### src/rtl/ctrl_seq_pkg.sv
// Shared types for the control sequencer: instruction field positions,
// opcode and FSM state encodings, and the decoded-instruction bundle.
package ctrl_seq_pkg;

   localparam int INSTR_W   = 24;
   localparam int OP_HI     = 23;
   localparam int OP_LO     = 20;
   localparam int ALUCTL_HI = 19;
   localparam int ALUCTL_LO = 18;
   localparam int RSVD_HI   = 17;
   localparam int RSVD_LO   = 16;
   localparam int WA_HI     = 15;
   localparam int WA_LO     = 12;
   localparam int RA1_HI    = 11;
   localparam int RA1_LO    = 8;
   localparam int RA2_HI    = 7;
   localparam int RA2_LO    = 4;
   localparam int IMM_HI    = 7;
   localparam int IMM_LO    = 0;

   typedef enum logic [3:0] {
      OP_NOP    = 4'h0,
      OP_ALU_RR = 4'h1,
      OP_ALU_RI = 4'h2,
      OP_CMP    = 4'h3,
      OP_BZ     = 4'h4,
      OP_JMP    = 4'h5,
      OP_HALT   = 4'hF
   } opcode_e;

   typedef enum logic [2:0] {
      ST_IDLE   = 3'd0,
      ST_FETCH  = 3'd1,
      ST_LATCH  = 3'd2,
      ST_EXEC   = 3'd3,
      ST_HALTED = 3'd4
   } state_e;

   typedef struct packed {
      logic [3:0] wa;
      logic [3:0] ra1;
      logic [3:0] ra2;
      logic [7:0] imm;
      logic [7:0] target;
      logic [1:0] aluctl;
      logic       alusrc;
      logic       write;
      logic       sets_z;
      logic       is_branch;
      logic       is_jump;
      logic       is_halt;
      logic       illegal;
   } dec_t;

endpackage

### src/rtl/seq_decoder.sv
// Combinational instruction decoder: splits an instruction word into
// datapath control fields and sequencing flags.
module seq_decoder
   import ctrl_seq_pkg::*;
(
   input  logic [INSTR_W-1:0] ir,
   output dec_t               dec
);

   logic unused_rsvd_s;
   assign unused_rsvd_s = ^ir[RSVD_HI:RSVD_LO];

   // Field extraction plus opcode classification
   always_comb begin
      dec        = '0;
      dec.wa     = ir[WA_HI:WA_LO];
      dec.ra1    = ir[RA1_HI:RA1_LO];
      dec.ra2    = ir[RA2_HI:RA2_LO];
      dec.aluctl = ir[ALUCTL_HI:ALUCTL_LO];
      dec.target = ir[IMM_HI:IMM_LO];
      case (ir[OP_HI:OP_LO])
         OP_NOP:    dec.illegal = 1'b0;
         OP_ALU_RR: begin
            dec.write  = 1'b1;
            dec.sets_z = 1'b1;
         end
         OP_ALU_RI: begin
            dec.alusrc = 1'b1;
            dec.imm    = ir[IMM_HI:IMM_LO];
            dec.write  = 1'b1;
            dec.sets_z = 1'b1;
         end
         OP_CMP:    dec.sets_z    = 1'b1;
         OP_BZ:     dec.is_branch = 1'b1;
         OP_JMP:    dec.is_jump   = 1'b1;
         OP_HALT:   dec.is_halt   = 1'b1;
         default:   dec.illegal   = 1'b1;
      endcase
   end

endmodule

### src/rtl/ctrl_sequencer.sv
// Three-cycle FETCH/LATCH/EXEC instruction sequencer driving the register-file/ALU
// datapath. Define CTRL_SEQ_ILLEGAL_TRAP_EN to halt with err on illegal opcodes.
module ctrl_sequencer
   import ctrl_seq_pkg::*;
#(
   parameter int PC_W = 8
)(
   input  logic               clk,
   input  logic               reset,
   input  logic               start,
   output logic [PC_W-1:0]    imem_addr,
   input  logic [INSTR_W-1:0] imem_data,
   input  logic [7:0]         alu_result,
   output logic [3:0]         RA1,
   output logic [3:0]         RA2,
   output logic [3:0]         WA,
   output logic [7:0]         external_data_in,
   output logic               RegWrite,
   output logic               ALUSrc,
   output logic [1:0]         ALUControl,
   output logic               busy,
   output logic               halted,
   output logic               err
);

   state_e             state_r;
   logic [PC_W-1:0]    pc_r;
   logic [INSTR_W-1:0] ir_r;
   logic               z_r;

   logic [INSTR_W-1:0] dec_in_s;
   dec_t               dec_s;
   logic [PC_W-1:0]    pc_inc_s;
   logic [PC_W-1:0]    pc_tgt_s;
   logic [PC_W-1:0]    pc_next_s;
   logic               trap_s;
   logic               unused_tgt_s;

   // During LATCH the ROM word is decoded directly so fields are valid in EXEC
   assign dec_in_s = (state_r == ST_LATCH) ? imem_data : ir_r;

   seq_decoder u_dec (
      .ir  (dec_in_s),
      .dec (dec_s)
   );

   assign pc_inc_s     = pc_r + PC_W'(1);
   assign pc_tgt_s     = dec_s.target[PC_W-1:0];
   assign unused_tgt_s = ^dec_s.target;

`ifdef CTRL_SEQ_ILLEGAL_TRAP_EN
   assign trap_s = dec_s.illegal;
`else
   logic unused_illegal_s;
   assign unused_illegal_s = dec_s.illegal;
   assign trap_s           = 1'b0;
`endif

   // Next program counter for the instruction in EXEC
   always_comb begin
      pc_next_s = pc_inc_s;
      if (dec_s.is_halt || trap_s) begin
         pc_next_s = pc_r;
      end else if (dec_s.is_jump || (dec_s.is_branch && z_r)) begin
         pc_next_s = pc_tgt_s;
      end else begin
         pc_next_s = pc_inc_s;
      end
   end

   // Sequencer FSM with all datapath controls registered
   always_ff @(posedge clk or negedge reset) begin
      if (!reset) begin
         state_r          <= ST_IDLE;
         pc_r             <= '0;
         ir_r             <= '0;
         z_r              <= 1'b0;
         imem_addr        <= '0;
         RA1              <= 4'h0;
         RA2              <= 4'h0;
         WA               <= 4'h0;
         external_data_in <= 8'h00;
         RegWrite         <= 1'b0;
         ALUSrc           <= 1'b0;
         ALUControl       <= 2'b00;
         busy             <= 1'b0;
         halted           <= 1'b0;
         err              <= 1'b0;
      end else begin
         case (state_r)
            ST_IDLE, ST_HALTED: begin
               if (start) begin
                  state_r   <= ST_FETCH;
                  pc_r      <= '0;
                  z_r       <= 1'b0;
                  err       <= 1'b0;
                  imem_addr <= '0;
                  busy      <= 1'b1;
                  halted    <= 1'b0;
               end else begin
                  state_r <= state_r;
               end
            end
            ST_FETCH: begin
               state_r <= ST_LATCH;
            end
            ST_LATCH: begin
               state_r          <= ST_EXEC;
               ir_r             <= imem_data;
               WA               <= dec_s.wa;
               RA1              <= dec_s.ra1;
               RA2              <= dec_s.ra2;
               external_data_in <= dec_s.imm;
               ALUSrc           <= dec_s.alusrc;
               ALUControl       <= dec_s.aluctl;
               RegWrite         <= dec_s.write;
            end
            ST_EXEC: begin
               RegWrite  <= 1'b0;
               pc_r      <= pc_next_s;
               imem_addr <= pc_next_s;
               if (dec_s.sets_z) begin
                  z_r <= (alu_result == 8'h00);
               end else begin
                  z_r <= z_r;
               end
               if (dec_s.is_halt || trap_s) begin
                  state_r <= ST_HALTED;
                  busy    <= 1'b0;
                  halted  <= 1'b1;
                  err     <= trap_s;
               end else begin
                  state_r <= ST_FETCH;
               end
            end
            default: begin
               state_r  <= ST_IDLE;
               busy     <= 1'b0;
               halted   <= 1'b0;
               RegWrite <= 1'b0;
            end
         endcase
      end
   end

endmodule

### config.mk
export PLATFORM = sky130hd
export DESIGN_NAME = ctrl_sequencer
export DESIGN_NICKNAME = d
export VERILOG_FILES = /design/src/rtl/ctrl_seq_pkg.sv /design/src/rtl/seq_decoder.sv /design/src/rtl/ctrl_sequencer.sv
export SDC_FILE = /design/constraint.sdc
export NUM_CORES = 1
export LEC_CHECK = 0
export ABC_AREA = 1
export CORE_MARGIN = 2
export CORE_UTILIZATION = 45
export DETAILED_ROUTE_END_ITERATION = 8
export PLACE_DENSITY = 0.77
export SYNTH_ARGS = -nofsm -noshare
export SYNTH_HDL_FRONTEND = slang
export SYNTH_SLANG_ARGS = --single-unit
export TNS_END_PERCENT = 5
### constraint.sdc
create_clock -name clk -period 2.2 [get_ports clk]
set_clock_uncertainty 0.1 [all_clocks]
set_input_delay 0.22 -clock clk [delete_from_list [all_inputs] [get_ports clk]]
set_output_delay 0.22 -clock clk [all_outputs]
set_load 0.02 [all_outputs]
==> results.sh <==
export IMPL_via_per_inst=4.75
export IMPL_fin_hold_ws_ps=354
export IMPL_setup_violations=0
export IMPL_finalMaxSlewViolations=0
export IMPL_tns_ps=0
export IMPL_synth_area_um2=2400
export IMPL_synth_common_cells="nand2_1 (110), dfrtp_1 (50), inv_1 (31)"
export IMPL_rsz0062_at_grt="no"
export IMPL_required_ps=2340
export IMPL_status="finished, final reports clean"
export IMPL_cts_buffers=5
export IMPL_synth_top_area_cell="dfrtp_1"
export IMPL_grt_usage_pct=18.7
export IMPL_routed_top_layer="met4"
export IMPL_wl_met2_mm=2.40
export IMPL_start_util_pct=46.9
export IMPL_async_flop_share_pct=100
export IMPL_root_buffer="clkbuf_8"
export IMPL_htreeDepth=2
export IMPL_die_h_um=77.0
export IMPL_start_kind="register"
export IMPL_cp_max_fo=11
export IMPL_cts_num_sinks=50
export IMPL_remaining_drc_errors=0
export IMPL_grt_antenna_before_repair=0
export IMPL_vias=2057
export IMPL_synth_seq_area_share_pct=52.2
export IMPL_routabilityCongestion=0.779
export IMPL_ys_ff_latch=50
export IMPL_synth_top_area_share_pct=52.2
export IMPL_wl_met1_mm=2.47
export IMPL_grt_pass1_wl_mm=8.99
export IMPL_area_delta_synth_final_pct=35.1
export IMPL_period_needed_ps=1980
export IMPL_die_area_um2=5920
export IMPL_yosysMostFrequentCell="nand2_1"
export IMPL_synth_edf_count=0
export IMPL_path_clk_slew_ps=90
export IMPL_synth_cell_types=28
export IMPL_synth_area_per_cell_um2=8.23
export IMPL_p_leak_nw=1.62
export IMPL_grt_pass1_vias=1988
export IMPL_wl_per_cell_um=11.9
export IMPL_ys_flop_type="dfrtp_1"
export IMPL_nets=398
export IMPL_clockBufferDepth=2
export IMPL_n_antenna_cell=0
export IMPL_maxCapViolations=0
export IMPL_overflow=0
export IMPL_syn_nets=327
export IMPL_dp_hpwl_mm=3.82
export IMPL_synthCells=291
export IMPL_synthTopCellsByArea="dfrtp_1 (52%), nand2_1 (17%), inv_1 (4.9%), o21ai_0 (3.3%), nand3_1 (3.1%)"
export IMPL_die_w_um=77.0
export IMPL_grt_start_max_net_pins=51
export IMPL_wl_mm=5.16
export IMPL_powerDensity_nw_per_um2=1460
export IMPL_detail_route_antenna_nets=0
export IMPL_crit_type="register to register"
export IMPL_min_period_over_period_pct=90.2
export IMPL_cts_tree="done"
export IMPL_io_buffers=66
export IMPL_yosysWarnings=0
export IMPL_io_pins=70
export IMPL_insertion_delay_ps=300
export IMPL_wl_met3_um=227
export IMPL_max_freq_mhz=504
export IMPL_hold_viol=0
export IMPL_crit_arrival_ps=2130
export IMPL_hp_class="primary input to register"
export IMPL_ir_drop_v=0.000626
export IMPL_core_area_um2=5110
export IMPL_tightest_slew_ps=625
export IMPL_rows=26
export IMPL_drive_above_1_share_pct=8.82
export IMPL_endpoint_kind="register"
export IMPL_first_pass_iters=4
export IMPL_relSlewSlack_pct=58.3
export IMPL_drt_first_iter_violations=132
-- stage by stage --
step	cell area [um^2]	power, mW	instances	setup WS (ps)	utilization, %
finish	3240	4.74	433	216	63.4
global route	3240	5.15	433	9.23	63.4
CTS	3240	4.79	433	220	63.4
detailed placement	3140	4.23	424	247	61.4
global placement	3140	4.14	424	300	61.4
floorplan	2400	3.28	291	637	-
-- final timing paths --
| kind | start | endpoint | slack, ps | depth (start not counted) |
|---|---|---|---|---|
| worst max-delay path | state_r[0] | pc_r[5] | 220 | 9 |
| min in group asynchronous | reset | pc_r[2] | 440 | 3 |
| worst min-delay path | imem_data[14] | WA[2] | 350 | 3 |
| worst min register to register | WA[2] | WA[2] | 380 | 2 |
| worst max register to register | state_r[0] | pc_r[5] | 220 | 9 |
| max in group asynchronous | reset | RA1[2] | 1120 | 3 |
-- layout by cell type (no fill, tap or decap), drive strengths merged --
master,n
o21ai,19
nor2,21
ha,1
nand2,118
nor3,1
and2,1
clkinv,1
xnor2,2
dlygate4sd3,1
inv,33
clkdlybuf4s50,65
nand3b,1
nand3,18
nand4,11
nor4,2
conb,1
dfrtp,50
xor2,4
clkbuf,7
buf,6
-- timing repair --
action / in CTS / in global routing
buffers inserted: 0 / 0
endpoints found under the setup margin: 0 / 0
hold endpoints to repair: 50 / 0
hold buffers: 1 / 0
gates resized for setup: 0 / 0
-- sequential cells by signal, indices dropped and copies added (netlist names) --
signal / cells
state_r: 3
RegWrite: 1
external_data_in: 8
ALUControl: 2
pc_r: 8
RA2: 4
busy: 1
ALUSrc: 1
RA1: 4
WA: 4
ir_r: 12
z_r: 1
halted: 1
-- worst max-delay path, stage by stage, from the launching register on --
cell and delay, ps:
dfrtp_1 450, inv_2 130, nand3_2 270, nand2_1 170, nand2_2 100, nand2_1 160, nor2_4 60, nor2_2 250
nand3_1 150, nand2_1 80
-- layout make-up --
type                            instances  area, um^2
Inverter                               33         124
Timing Repair Buffer                   72         716
Clock buffer                            7        86.3
Clock inverter                          1        5.00
Multi-Input combinational cell        200         967
Tap cell                               70        87.6
Sequential cell                        50        1250
Fill cell                             447        1870
-- power breakdown --
| part | internal, mW | switching [mW] |
|---|---|---|
| sequential | 1.32 | 0.253 |
| clock | 0.254 | 0.287 |
| combinational | 1.05 | 1.58 |
| total | 2.62 | 2.12 |
-- cell families (layout without fill, tap and decap cells) --
family,count (synthesis),count (layout),synth area share [%]
adders and majority gates,1,1,0.522
other,1,1,0.157
and+or+nand+nor,173,173,33.1
DFF,50,50,52.2
buffers and inverters,41,113,7.42
xor gates and xnor gates,6,6,2.19
AOI/OAI and AO/OA,19,19,4.44
-- per-layer routing --
layer	vias to the layer above	GRT usage (%)
li1	1044	-
met1	955	25.6
met2	51	30.3
met3	7	4.47
met4	0	4.11
met5	-	0
Note: power is estimated with default switching activity, not from simulation.
